==> src/rtl/pico_bus_arbiter_pkg.sv <==
`default_nettype none
// ============================================================================
// Module      : pico_bus_arbiter_pkg
// Description : Shared definitions for the pico bus arbiter: FSM state
//               encoding, default timeout read data, round-robin helper.
// Revision    : 1.0 - initial release
// ============================================================================
package pico_bus_arbiter_pkg;

    typedef enum logic [0:0] {
        ST_IDLE = 1'b0,
        ST_BUSY = 1'b1
    } arb_state_t;

    // Read data handed back to a master whose slave access timed out
    localparam logic [31:0] c_err_rdata_default = 32'hDEADBEEF;

    // Index reached by stepping 'offset' places after 'base', modulo n
    function automatic int rr_index(input int base, input int offset, input int n);
        return (base + offset) % n;
    endfunction

endpackage
`default_nettype wire

==> src/rtl/pico_bus_arbiter_rr_pick.sv <==
`default_nettype none
// ============================================================================
// Module      : pico_bus_arbiter_rr_pick
// Description : Combinational round-robin selector. Scans the request vector
//               starting one past the last grant and wrapping around.
// Revision    : 1.0 - initial release
// ============================================================================
module pico_bus_arbiter_rr_pick
    import pico_bus_arbiter_pkg::*;
#(
    parameter int NUM_REQ = 2,
    parameter int IDX_W   = $clog2(NUM_REQ)
) (
    input  logic [NUM_REQ-1:0] req,
    input  logic [IDX_W-1:0]   last_grant,
    output logic [IDX_W-1:0]   winner,
    output logic               any_req
);

    logic [IDX_W-1:0] w_idx;

    // First requester after last_grant wins; last_grant itself is checked last
    always_comb begin
        winner  = '0;
        any_req = 1'b0;
        w_idx   = '0;
        for (int k = 1; k <= NUM_REQ; k++) begin
            w_idx = IDX_W'(rr_index(int'(last_grant), k, NUM_REQ));
            if (!any_req && req[w_idx]) begin
                winner  = w_idx;
                any_req = 1'b1;
            end
        end
    end

endmodule
`default_nettype wire

==> src/rtl/pico_bus_arbiter.sv <==
`default_nettype none
// ============================================================================
// Module      : pico_bus_arbiter
// Description : Round-robin arbiter connecting NUM_MASTERS native-bus masters
//               to one slave, with a per-transfer wait timeout that completes
//               the access with an error flag and fixed read data.
// Revision    : 1.0 - initial release
// ============================================================================
module pico_bus_arbiter
    import pico_bus_arbiter_pkg::*;
#(
    parameter int          NUM_MASTERS = 2,
    parameter int          ADDR_W      = 32,
    parameter int          DATA_W      = 32,
    parameter int          TIMEOUT     = 255,
    parameter logic [31:0] ERR_RDATA   = c_err_rdata_default
) (
    input  logic                                 clk,
    input  logic                                 reset,
    input  logic [NUM_MASTERS-1:0]               m_valid,
    input  logic [NUM_MASTERS*ADDR_W-1:0]        m_addr,
    input  logic [NUM_MASTERS*DATA_W-1:0]        m_wdata,
    input  logic [NUM_MASTERS*(DATA_W/8)-1:0]    m_wstrb,
    output logic [NUM_MASTERS-1:0]               m_ready,
    output logic [NUM_MASTERS-1:0]               m_err,
    output logic [DATA_W-1:0]                    m_rdata,
    output logic                                 s_valid,
    output logic [ADDR_W-1:0]                    s_addr,
    output logic [DATA_W-1:0]                    s_wdata,
    output logic [DATA_W/8-1:0]                  s_wstrb,
    input  logic                                 s_ready,
    input  logic [DATA_W-1:0]                    s_rdata,
    output logic [$clog2(NUM_MASTERS)-1:0]       grant_idx,
    output logic                                 busy
);

    localparam int                c_idx_w     = $clog2(NUM_MASTERS);
    localparam int                c_cnt_w     = $clog2(TIMEOUT + 1);
    localparam int                c_strb_w    = DATA_W / 8;
    localparam logic [DATA_W-1:0] c_err_rdata = DATA_W'(ERR_RDATA);

    arb_state_t           r_state, w_state_nxt;
    logic [c_idx_w-1:0]   r_grant, w_grant_nxt;
    logic [c_idx_w-1:0]   r_last,  w_last_nxt;
    logic [c_cnt_w-1:0]   r_cnt,   w_cnt_nxt;
    logic [c_idx_w-1:0]   w_winner;
    logic                 w_any;

    logic [ADDR_W-1:0]    w_addr_arr  [NUM_MASTERS];
    logic [DATA_W-1:0]    w_wdata_arr [NUM_MASTERS];
    logic [c_strb_w-1:0]  w_wstrb_arr [NUM_MASTERS];

    // Split the flattened request buses into per-master slices
    for (genvar gi = 0; gi < NUM_MASTERS; gi++) begin : g_unpack
        assign w_addr_arr[gi]  = m_addr[gi*ADDR_W +: ADDR_W];
        assign w_wdata_arr[gi] = m_wdata[gi*DATA_W +: DATA_W];
        assign w_wstrb_arr[gi] = m_wstrb[gi*c_strb_w +: c_strb_w];
    end

    pico_bus_arbiter_rr_pick #(
        .NUM_REQ (NUM_MASTERS),
        .IDX_W   (c_idx_w)
    ) u_rr_pick (
        .req        (m_valid),
        .last_grant (r_last),
        .winner     (w_winner),
        .any_req    (w_any)
    );

    // Address and write data follow the owner; strobes are gated to BUSY
    assign s_addr    = w_addr_arr[r_grant];
    assign s_wdata   = w_wdata_arr[r_grant];
    assign grant_idx = r_grant;

    // State register; reset makes master 0 the first winner
    always_ff @(posedge clk or posedge reset) begin
        if (reset) begin
            r_state <= ST_IDLE;
            r_grant <= '0;
            r_cnt   <= '0;
            r_last  <= c_idx_w'(NUM_MASTERS - 1);
        end else begin
            r_state <= w_state_nxt;
            r_grant <= w_grant_nxt;
            r_cnt   <= w_cnt_nxt;
            r_last  <= w_last_nxt;
        end
    end

    // Next-state and output decode; abort beats completion, completion beats timeout
    always_comb begin
        w_state_nxt = r_state;
        w_grant_nxt = r_grant;
        w_cnt_nxt   = r_cnt;
        w_last_nxt  = r_last;
        s_valid     = 1'b0;
        s_wstrb     = '0;
        m_ready     = '0;
        m_err       = '0;
        m_rdata     = s_rdata;
        busy        = 1'b0;
        case (r_state)
            ST_IDLE: begin
                if (w_any) begin
                    w_grant_nxt = w_winner;
                    w_cnt_nxt   = '0;
                    w_state_nxt = ST_BUSY;
                end
            end
            ST_BUSY: begin
                busy    = 1'b1;
                s_valid = 1'b1;
                s_wstrb = w_wstrb_arr[r_grant];
                if (!m_valid[r_grant]) begin
                    w_state_nxt = ST_IDLE;
                end else if (s_ready) begin
                    m_ready[r_grant] = 1'b1;
                    w_last_nxt       = r_grant;
                    w_state_nxt      = ST_IDLE;
                end else if (r_cnt == c_cnt_w'(TIMEOUT - 1)) begin
                    m_ready[r_grant] = 1'b1;
                    m_err[r_grant]   = 1'b1;
                    m_rdata          = c_err_rdata;
                    w_last_nxt       = r_grant;
                    w_state_nxt      = ST_IDLE;
                end else begin
                    w_cnt_nxt = r_cnt + c_cnt_w'(1);
                end
            end
            default: w_state_nxt = ST_IDLE;
        endcase
    end

endmodule
`default_nettype wire

==> config.mk <==
export PLATFORM = sky130hd
export DESIGN_NAME = pico_bus_arbiter
export DESIGN_NICKNAME = d
export VERILOG_FILES = /design/src/rtl/pico_bus_arbiter_pkg.sv /design/src/rtl/pico_bus_arbiter_rr_pick.sv /design/src/rtl/pico_bus_arbiter.sv
export SDC_FILE = /design/constraint.sdc
export NUM_CORES = 1
export LEC_CHECK = 0
export ABC_CLOCK_PERIOD_IN_PS = 1800
export CORE_AREA = 2 2 110 112
export CTS_BUF_LIST = sky130_fd_sc_hd__clkbuf_8
export DETAILED_ROUTE_END_ITERATION = 12
export DIE_AREA = 0 0 112 114
export PLACE_DENSITY = 0.61
export SLEW_MARGIN = 20
export SYNTH_ARGS = -nofsm -noshare
export SYNTH_HDL_FRONTEND = slang
export SYNTH_SLANG_ARGS = --single-unit
export TNS_END_PERCENT = 100
==> constraint.sdc <==
create_clock -name clk -period 1.8 [get_ports clk]
set_input_delay 0.18 -clock clk [delete_from_list [all_inputs] [get_ports clk]]
set_output_delay 0.18 -clock clk [all_outputs]
set_load 0.05 [all_outputs]
Word level (Yosys, flattened, before mapping)
Cells that the tools add are included.
{ "classes": {"addsub": 3, "mul": 0, "div_mod_pow": 0, "n_lt_le_gt_ge": 5, "n_eq_ne": 5, "n_shift": 0, "muxes": 46, "n_bitwise": 2, "n_reduce_logical": 7} }
{ "op_table": {"columns": ["operator", "count"], "rows": [
  ["$mux 32", 10],
  ["$mux 8", 4],
  ["$mux 1", 18],
  ["$mux 4", 4],
  ["$pmux 8 s2", 1],
  ["$mux 2", 7],
  ["$add 8x1->8 const B", 1],
  ["$eq 8x8->1 const B", 1],
  ["$lt 1x2->1 const B", 3],
  ["$ne 2x1->1 const B", 2],
  ["$ne 2x2->1 const B", 2],
  ["$reduce_and 4->1", 1],
  ["$reduce_and 3->1", 1],
  ["$add 1x1->1 const B", 2],
  ["$ge 2x2->1 const B", 1],
  ["$logic_and 1x1->1", 2],
  ["$not 1->2", 1],
  ["$pmux 1 s2", 1],
  ["$reduce_and 2->1", 1],
  ["$reduce_bool 2->1", 1],
  ["$demux 1 s1", 1],
  ["$ge 1x1->1 const B", 1],
  ["$logic_not 1->1", 1],
  ["$not 1->1", 1]
]} }
{ "word_totals": {"ff_bits": 11, "latchBits": 0, "ram_bits": 0, "mem_bits_ro": 0, "in_bits": 173, "output_inout_bits": 107, "wordCells": 72, "memories": 0} }

Longest topological paths before layout
Gate-level depths: netlist (run 1).
{ "logic_depth": {"ltp_word": 9, "depth_mapped": 7, "depth_no_buf": 6} }

Hierarchy
From an unflattened synthesis (run 1), not the netlist that was laid out.
{ "unflattened": {"hier_cells": 186, "area_unflattened_um2": 1670.4} }
{ "by_module_without_submodules": {"columns": ["mod", "n_inst", "cells_per_inst", "area_each_um2", "seq_area_each_um2"], "rows": [
  ["pico_bus_arbiter", 1, 184, 1656.6, 276.5],
  ["pico_bus_arbiter_rr_pick", 1, 2, 13.8, 0.0]
]} }

Worst setup path after synthesis (run 1)
Ideal clock, no wire load.
{ "synth_timing": {"path_kind": "register to output", "from": "register r_grant (netlist: grant_idx)", "to": "output port m_err[0]", "arrival_ps": 2244, "slack_ps": -624, "stages_incl_launch_ff": 7, "path_cell_list": "dfrtp_1 -> buf_4 -> mux2i_1 -> nor2_1 -> nand4_1 -> clkbuf_1 -> nor2_1"} }
{ "synth_between": {"elab_chain_len": 8} }
{ "synth_lines": {"columns": ["element", "line", "source"], "rows": [
  ["start, declared", "pico_bus_arbiter.sv:43", "logic [c_idx_w-1:0] r_grant, w_grant_nxt;"],
  ["start signal, assigned", "pico_bus_arbiter.sv:84", "r_grant <= w_grant_nxt;"],
  ["$lt 1x2->1 (not written as such) / $ge 1x1->1 (equally long branches)", "pico_bus_arbiter.sv:122", "m_err[r_grant] = 1'b1;"],
  ["$logic_and 1x1->1 (not written as such)", "pico_bus_arbiter.sv:122", null],
  ["$mux 1 (not written as such)", "pico_bus_arbiter.sv:122", null],
  ["$demux 1 s1", "pico_bus_arbiter.sv:122", null],
  ["$mux 2", "pico_bus_arbiter.sv:120", "end else if (r_cnt == c_cnt_w'(TIMEOUT - 1)) begin"],
  ["$mux 2", "pico_bus_arbiter.sv:116", "end else if (s_ready) begin"],
  ["$mux 2 *", "pico_bus_arbiter.sv:114", "if (!m_valid[r_grant]) begin"],
  ["$mux 2 *", "pico_bus_arbiter.sv:102", "case (r_state)"],
  ["end, declared", "pico_bus_arbiter.sv:25", "output logic [NUM_MASTERS-1:0] m_err,"]
]} }
Every way passes the cells marked *; elsewhere a longest branch is shown, timed or not. The select of a mux whose other input is x is not followed.

Final worst setup path (run 1)
{ "layout_timing": {"from": "register r_cnt[0]", "to": "output port m_err[1]"} }
{ "layout_between": {"elab_chain_len": 5} }
{ "layout_lines": {"columns": ["element", "line", "source"], "rows": [
  ["start, declared", "pico_bus_arbiter.sv:45", "logic [c_cnt_w-1:0] r_cnt, w_cnt_nxt;"],
  ["start signal, assigned", "pico_bus_arbiter.sv:85", "r_cnt <= w_cnt_nxt;"],
  ["$eq 8x8->1", "pico_bus_arbiter.sv:120", null],
  ["$mux 2", "pico_bus_arbiter.sv:120", null],
  ["$mux 2", "pico_bus_arbiter.sv:116", null],
  ["$mux 2", "pico_bus_arbiter.sv:114", null],
  ["$mux 2", "pico_bus_arbiter.sv:102", null]
]} }
Every way passes these cells.

==> results.json, run 1 <==
{
  "root_buffer": "clkbuf_8",
  "grt_max_degree": 35,
  "htree_levels": 1,
  "period_needed_ps": 1950,
  "cts_tree": "done",
  "fmax_mhz": 512.8,
  "powerDensity_nw_per_um2": 1177,
  "ir_drop_mv": 0.7865,
  "cp.arrival_ps": 1770,
  "violations": "setup timing",
  "drt_iter0_markers": 86,
  "dieArea_um2": 12770,
  "hp-class": "in -> async",
  "synthSimpleGateAreaFrac_pct": 23.03,
  "ant_nets": 0,
  "core_area_um2": 11710,
  "hold_viol": 0,
  "path_cells": "inv_2, ha_4, nand2_4, nor2_4, nand4_1, buf_6, buf_12, buf_6, nor2_4, buf_12",
  "post-route-period-util_pct": 108.3,
  "synth-seq-area-share_pct": 16.47,
  "drt_wl_total_um": 12510,
  "synthDominantCellAreaShare_pct": 42.92,
  "cts_buffer_depth": 2,
  "track_usage_pct": 18.22,
  "synth.avg_cell_area_um2": 8.791,
  "synth_nets": 366,
  "regArea_um2": 277.8,
  "yosysWarnings": 0,
  "dr_total_vias": 2806,
  "clock-sinks": 11,
  "rsz0062_at_grt": "yes",
  "maxCapViolations": 0,
  "crit_slowest_cell": "dfrtp_1",
  "dp_slack_ps": -224.1,
  "status": "finished with violations",
  "synth_top_family_by_area": "multiplexers",
  "drc": 0,
  "die_y_um": 114,
  "yosysMostFrequentCell": "mux2_2",
  "fin_hold_ws_ps": 257.1,
  "ys_ff_latch": 11,
  "ys_top_cells_by_count": "mux2_2 (64), nand2b_1 (24), nand2_1 (13)",
  "synth.largest_area_cell": "mux2_2",
  "synth.area.top_cells": "mux2_2 (43%), dfrtp_1 (15%), nand2b_1 (8.9%)",
  "crit_path_max_incr_delay_ps": 390,
  "grt_pass1_wl_um": 17750,
  "cts_buffers": 3,
  "synth_mux_area_share_pct": 47.69,
  "clkLatencyLatePin_ps": 240,
  "nets": 677,
  "end_kind": "output pin",
  "clk_pin_slew_ps": 50,
  "diodes": 0,
  "setup_viol": 37,
  "slew_viol_final": 0,
  "dr.pass1.iters": 4,
  "slew_headroom_pct": 69.21,
  "worst_slack_ps": -150.0,
  "placementRows": 40,
  "drive_gt1_share_pct": 53.89,
  "die_x_um": 112,
  "crit_path_start_kind": "flop",
  "io_pins": 280,
  "synth-xor-area-share_pct": 0,
  "fin_skew_ps": 1.942,
  "num-fill-cells": 969,
  "antenna_found_initial": 0,
  "synth_compound_gate_area_share_pct": 6.408,
  "crit_required_ps": 1620,
  "gp_congestion": 0.8680,
  "crit_fanout": 8,
  "synthAdderAreaFrac_pct": 1.490,
  "viasPerCell": 4.330,
  "syn_area_um2": 1679,
  "grt_pass1_vias": 3102,
  "leakagePower_nw": 2.754,
  "multiInputGateArea_um2": 1637,
  "overflow": 0,
  "synthArstFlopShare_pct": 100.0,
  "initial_utilization_pct": 14.34,
  "place.port_buffers": 279,
  "hpwl_um": 9956,
  "crit_type": "reg -> out",
  "routedWlPerCell_um": 19.31,
  "yosys.cell_types.count": 32,
  "yosys_most_used_dff": "dfrtp_1",
  "syn2layout_area_growth_pct": 279.7,
  "worst_pin_slew_ps": 461.3,
  "synthCells": 191,
  "synth_edf_count": 0
}
metal layers:
layer	wire length [um]	up-vias	GRT usage, %
met5	0	-	0
met4	265	0	5.285
met3	1079	13	4.729
met2	7314	192	39.11
met1	3850	1290	16.34
li1	-	1311	-
cell families after synthesis:
logic type,Yosys count
compound gates,15
fa+ha+maj,2
buf+inv,20
flops,11
mux,72
simple gates,71
what timing repair did:
action	CTS	global route
setup buffers	12	5
hold buffers	0	0
resized for setup	54	11
setup endpoints to repair	102	103
gates cloned	4	1
pin swaps	7	4
power breakdown:
group | switching [W] | total, W | internal [W] | leakage [nW]
clock | 0.0000974 | 0.000248 | 0.000150 | 0.0269
combinational | 0.00349 | 0.00691 | 0.00341 | 2.58
sequential | 0.0000398 | 0.000349 | 0.000309 | 0.144
total | 0.00363 | 0.00750 | 0.00387 | 2.75
critical path: cells and delay by family (launching register included):
kind / cells / cell delay (ps)
fa+ha+maj: 1 / 150
buf+inv: 5 / 620
flops: 1 / 390
simple gates: 4 / 350
cell usage in the layout, fill, tap and decap left out, types with 3 or more instances in the layout:
cell	count
and2_2	6
buf_12	97
buf_16	3
buf_4	28
buf_6	15
buf_8	4
clkbuf_8	3
clkdlybuf4s50_1	172
dfrtp_1	9
inv_1	6
mux2_2	64
mux2i_1	5
nand2_1	12
nand2b_4	24
nor2_1	3
nor2_4	7
nor3_1	4
cell type report:
cell class	instances	area share, %
clock inverters	1	0.05887
well taps	147	2.885
flip-flops and latches	11	4.356
multi-input cells	160	25.67
inverters	6	0.3532
clock buffers	3	0.6476
repair buffers	320	66.03
path summary, 6_finish.rpt:
check                               start        end  slack [ps]  cells past startpoint
worst max-delay path             r_cnt[0]   m_err[1]        -150                     10
worst min-delay path                reset   r_cnt[6]         260                      2
worst max register to register  grant_idx   r_cnt[5]         -20                      4
worst min register to register     r_last     r_last         480                      2
max in group asynchronous           reset  grant_idx        1200                      2
min in group clk                   r_last     r_last         480                      2
metrics by stage:
step / setup TNS (ps) / cell area (um2) / total power, W / util (%) / cells
after floorplan: -5813 / 1805 / 0.003708 / - / 191
after global placement: -786.3 / 5829 / 0.006912 / 49.78 / 625
after detailed placement: -1557 / 5829 / 0.006940 / 49.78 / 625
after CTS: -4201 / 6321 / 0.007413 / 53.97 / 645
after global routing: -7742 / 6376 / 0.007738 / 54.44 / 648
final: -3788 / 6376 / 0.007505 / 54.44 / 648
state kept, by name, indices dropped and copies added, names as in the netlist:
register / cells
grant_idx: 1
r_cnt: 8
r_last: 1
r_state: 1
Power figures use the tool's default switching activity.
==> run 2, diff against run 1 <==
SKIP_LAST_GASP = 1   (was not set)
==> run 2 against run 1 <==
Effect of this change: the flow still finishes with violations (setup timing); cell count unchanged; first-iteration DRC count increased by 1.2%; wire length up 0.18%; power about the same; largest power group unchanged.
==> results.json, run 2 (synthesis results as in run 1) <==
{
  "regMostFlops": "r_cnt",
  "hp-class": "in -> async",
  "clk_pin_slew_ps": 50,
  "nets": 677,
  "violations": "setup timing",
  "initial_utilization_pct": 14.34,
  "drive_gt1_share_pct": 53.69,
  "root_buffer": "clkbuf_8",
  "crit_type": "reg -> out",
  "post-route-period-util_pct": 108.4,
  "routedWlPerCell_um": 19.34,
  "utilization_pct": 54.40,
  "io_pins": 280,
  "worst_pin_slew_ps": 459.0,
  "cts_buffers": 3,
  "dr.pass1.iters": 4,
  "final_common_cell": "clkdlybuf4s50_1",
  "end_kind": "output pin",
  "slew_viol_final": 0,
  "hpwl_um": 9956,
  "placementRows": 40,
  "drc": 0,
  "track_usage_pct": 18.22,
  "dr_wl_met2_um": 7310,
  "fin_skew_ps": 0.4947,
  "viasPerCell": 4.346,
  "tns_ps": -3963,
  "grt_pass1_vias": 3100,
  "die_y_um": 114,
  "core_area_um2": 11710,
  "powerDensity_nw_per_um2": 1179,
  "clkLatencyLatePin_ps": 240,
  "clock-sinks": 11,
  "diodes": 0,
  "drt_wl_total_um": 12530,
  "postCtsHoldBufs": 0,
  "crit_path_start_kind": "flop",
  "period_needed_ps": 1952,
  "dr_total_vias": 2816,
  "cts_tree": "done",
  "instances_no_fill": 648,
  "ir_drop_mv": 0.7886,
  "grt_max_degree": 35,
  "highest_layer": "met4",
  "place.port_buffers": 279,
  "crit_required_ps": 1620,
  "ant_nets": 0,
  "worst_slack_ps": -151.7,
  "cts_buffer_depth": 2,
  "syn2layout_area_growth_pct": 279.4,
  "cp.arrival_ps": 1770,
  "rsz0062_at_grt": "yes",
  "wl_met3_um": 1147,
  "slew_headroom_pct": 69.36,
  "overflow": 0,
  "hold_viol": 0,
  "placed_cells": 625,
  "maxCapViolations": 0,
  "setup_viol": 38,
  "antenna_found_initial": 0,
  "fmax_mhz": 512.4,
  "largest_reg_flops": 8,
  "grt_pass1_wl_um": 17750,
  "dp_slack_ps": -224.1,
  "crit_fanout": 8,
  "final_cell_mix": "clkdlybuf4s50_1 (172), buf_12 (97), mux2_2 (64)",
  "drt_iter0_markers": 87,
  "die_x_um": 112,
  "leakagePower_nw": 2.753,
  "htree_levels": 1,
  "dieArea_um2": 12770,
  "wl_met1_um": 3801,
  "gp_congestion": 0.8680,
  "status": "finished with violations",
  "fin_hold_ws_ps": 257.6
}
==> run 2: worst paths after layout <==
check                               from        to  slack (ps)  depth (start not counted)
worst max-delay path            r_cnt[0]  m_err[1]        -150                         10
worst min register to register    r_last    r_last         480                          2
worst min-delay path               reset  r_cnt[1]         260                          2
min in group clk                  r_last    r_last         480                          2
worst max register to register  r_cnt[0]  r_cnt[0]         -70                          8
max in group asynchronous          reset    r_last        1200                          2
==> run 2: through the flow <==
| step | cell area, um2 | total power [W] |
|---|---|---|
| floorplan | 1805 | 0.003708 |
| global placement | 5829 | 0.006912 |
| detailed placement | 5829 | 0.006940 |
| CTS | 6321 | 0.007412 |
| global route | 6371 | 0.007736 |
| finish | 6371 | 0.007509 |
==> run 2: what timing repair did <==
| action | CTS | global route |
|---|---|---|
| setup buffers | 12 | 5 |
| resized for setup | 54 | 10 |
| endpoints found under the setup margin | 102 | 103 |
| gates cloned | 4 | 1 |
| pin swaps | 6 | 4 |
==> run 2: power breakdown <==
part / switching (W) / internal, W / leakage (nW)
sequential: 0.0000404 / 0.000309 / 0.144
combinational: 0.00350 / 0.00341 / 2.58
clock: 0.0000982 / 0.000150 / 0.0269
==> run 2: per-layer routing <==
metal | global-route usage (%) | vias to the layer above
met4 | 5.285 | 0
met5 | 0 | -
li1 | - | 1311
met3 | 4.729 | 13
met2 | 39.11 | 207
met1 | 16.34 | 1285
==> run 2: critical path, cell delays in order, from the launching register on <==
cell and delay [ps]:
dfrtp_1 390, inv_2 90, ha_4 150, nand2_4 60
nor2_4 80, nand4_1 100, buf_6 160, buf_12 130
buf_6 110, nor2_4 110, buf_12 140
==> run 2: layout make-up <==
class / instances / area, um2
sequential: 11 / 277.8
clock inverter: 1 / 3.754
tap: 147 / 183.9
clock buffer: 3 / 41.29
inverter: 6 / 22.52
fill: 969 / 5340
multi-input combinational: 160 / 1632
timing repair buffer: 320 / 4210
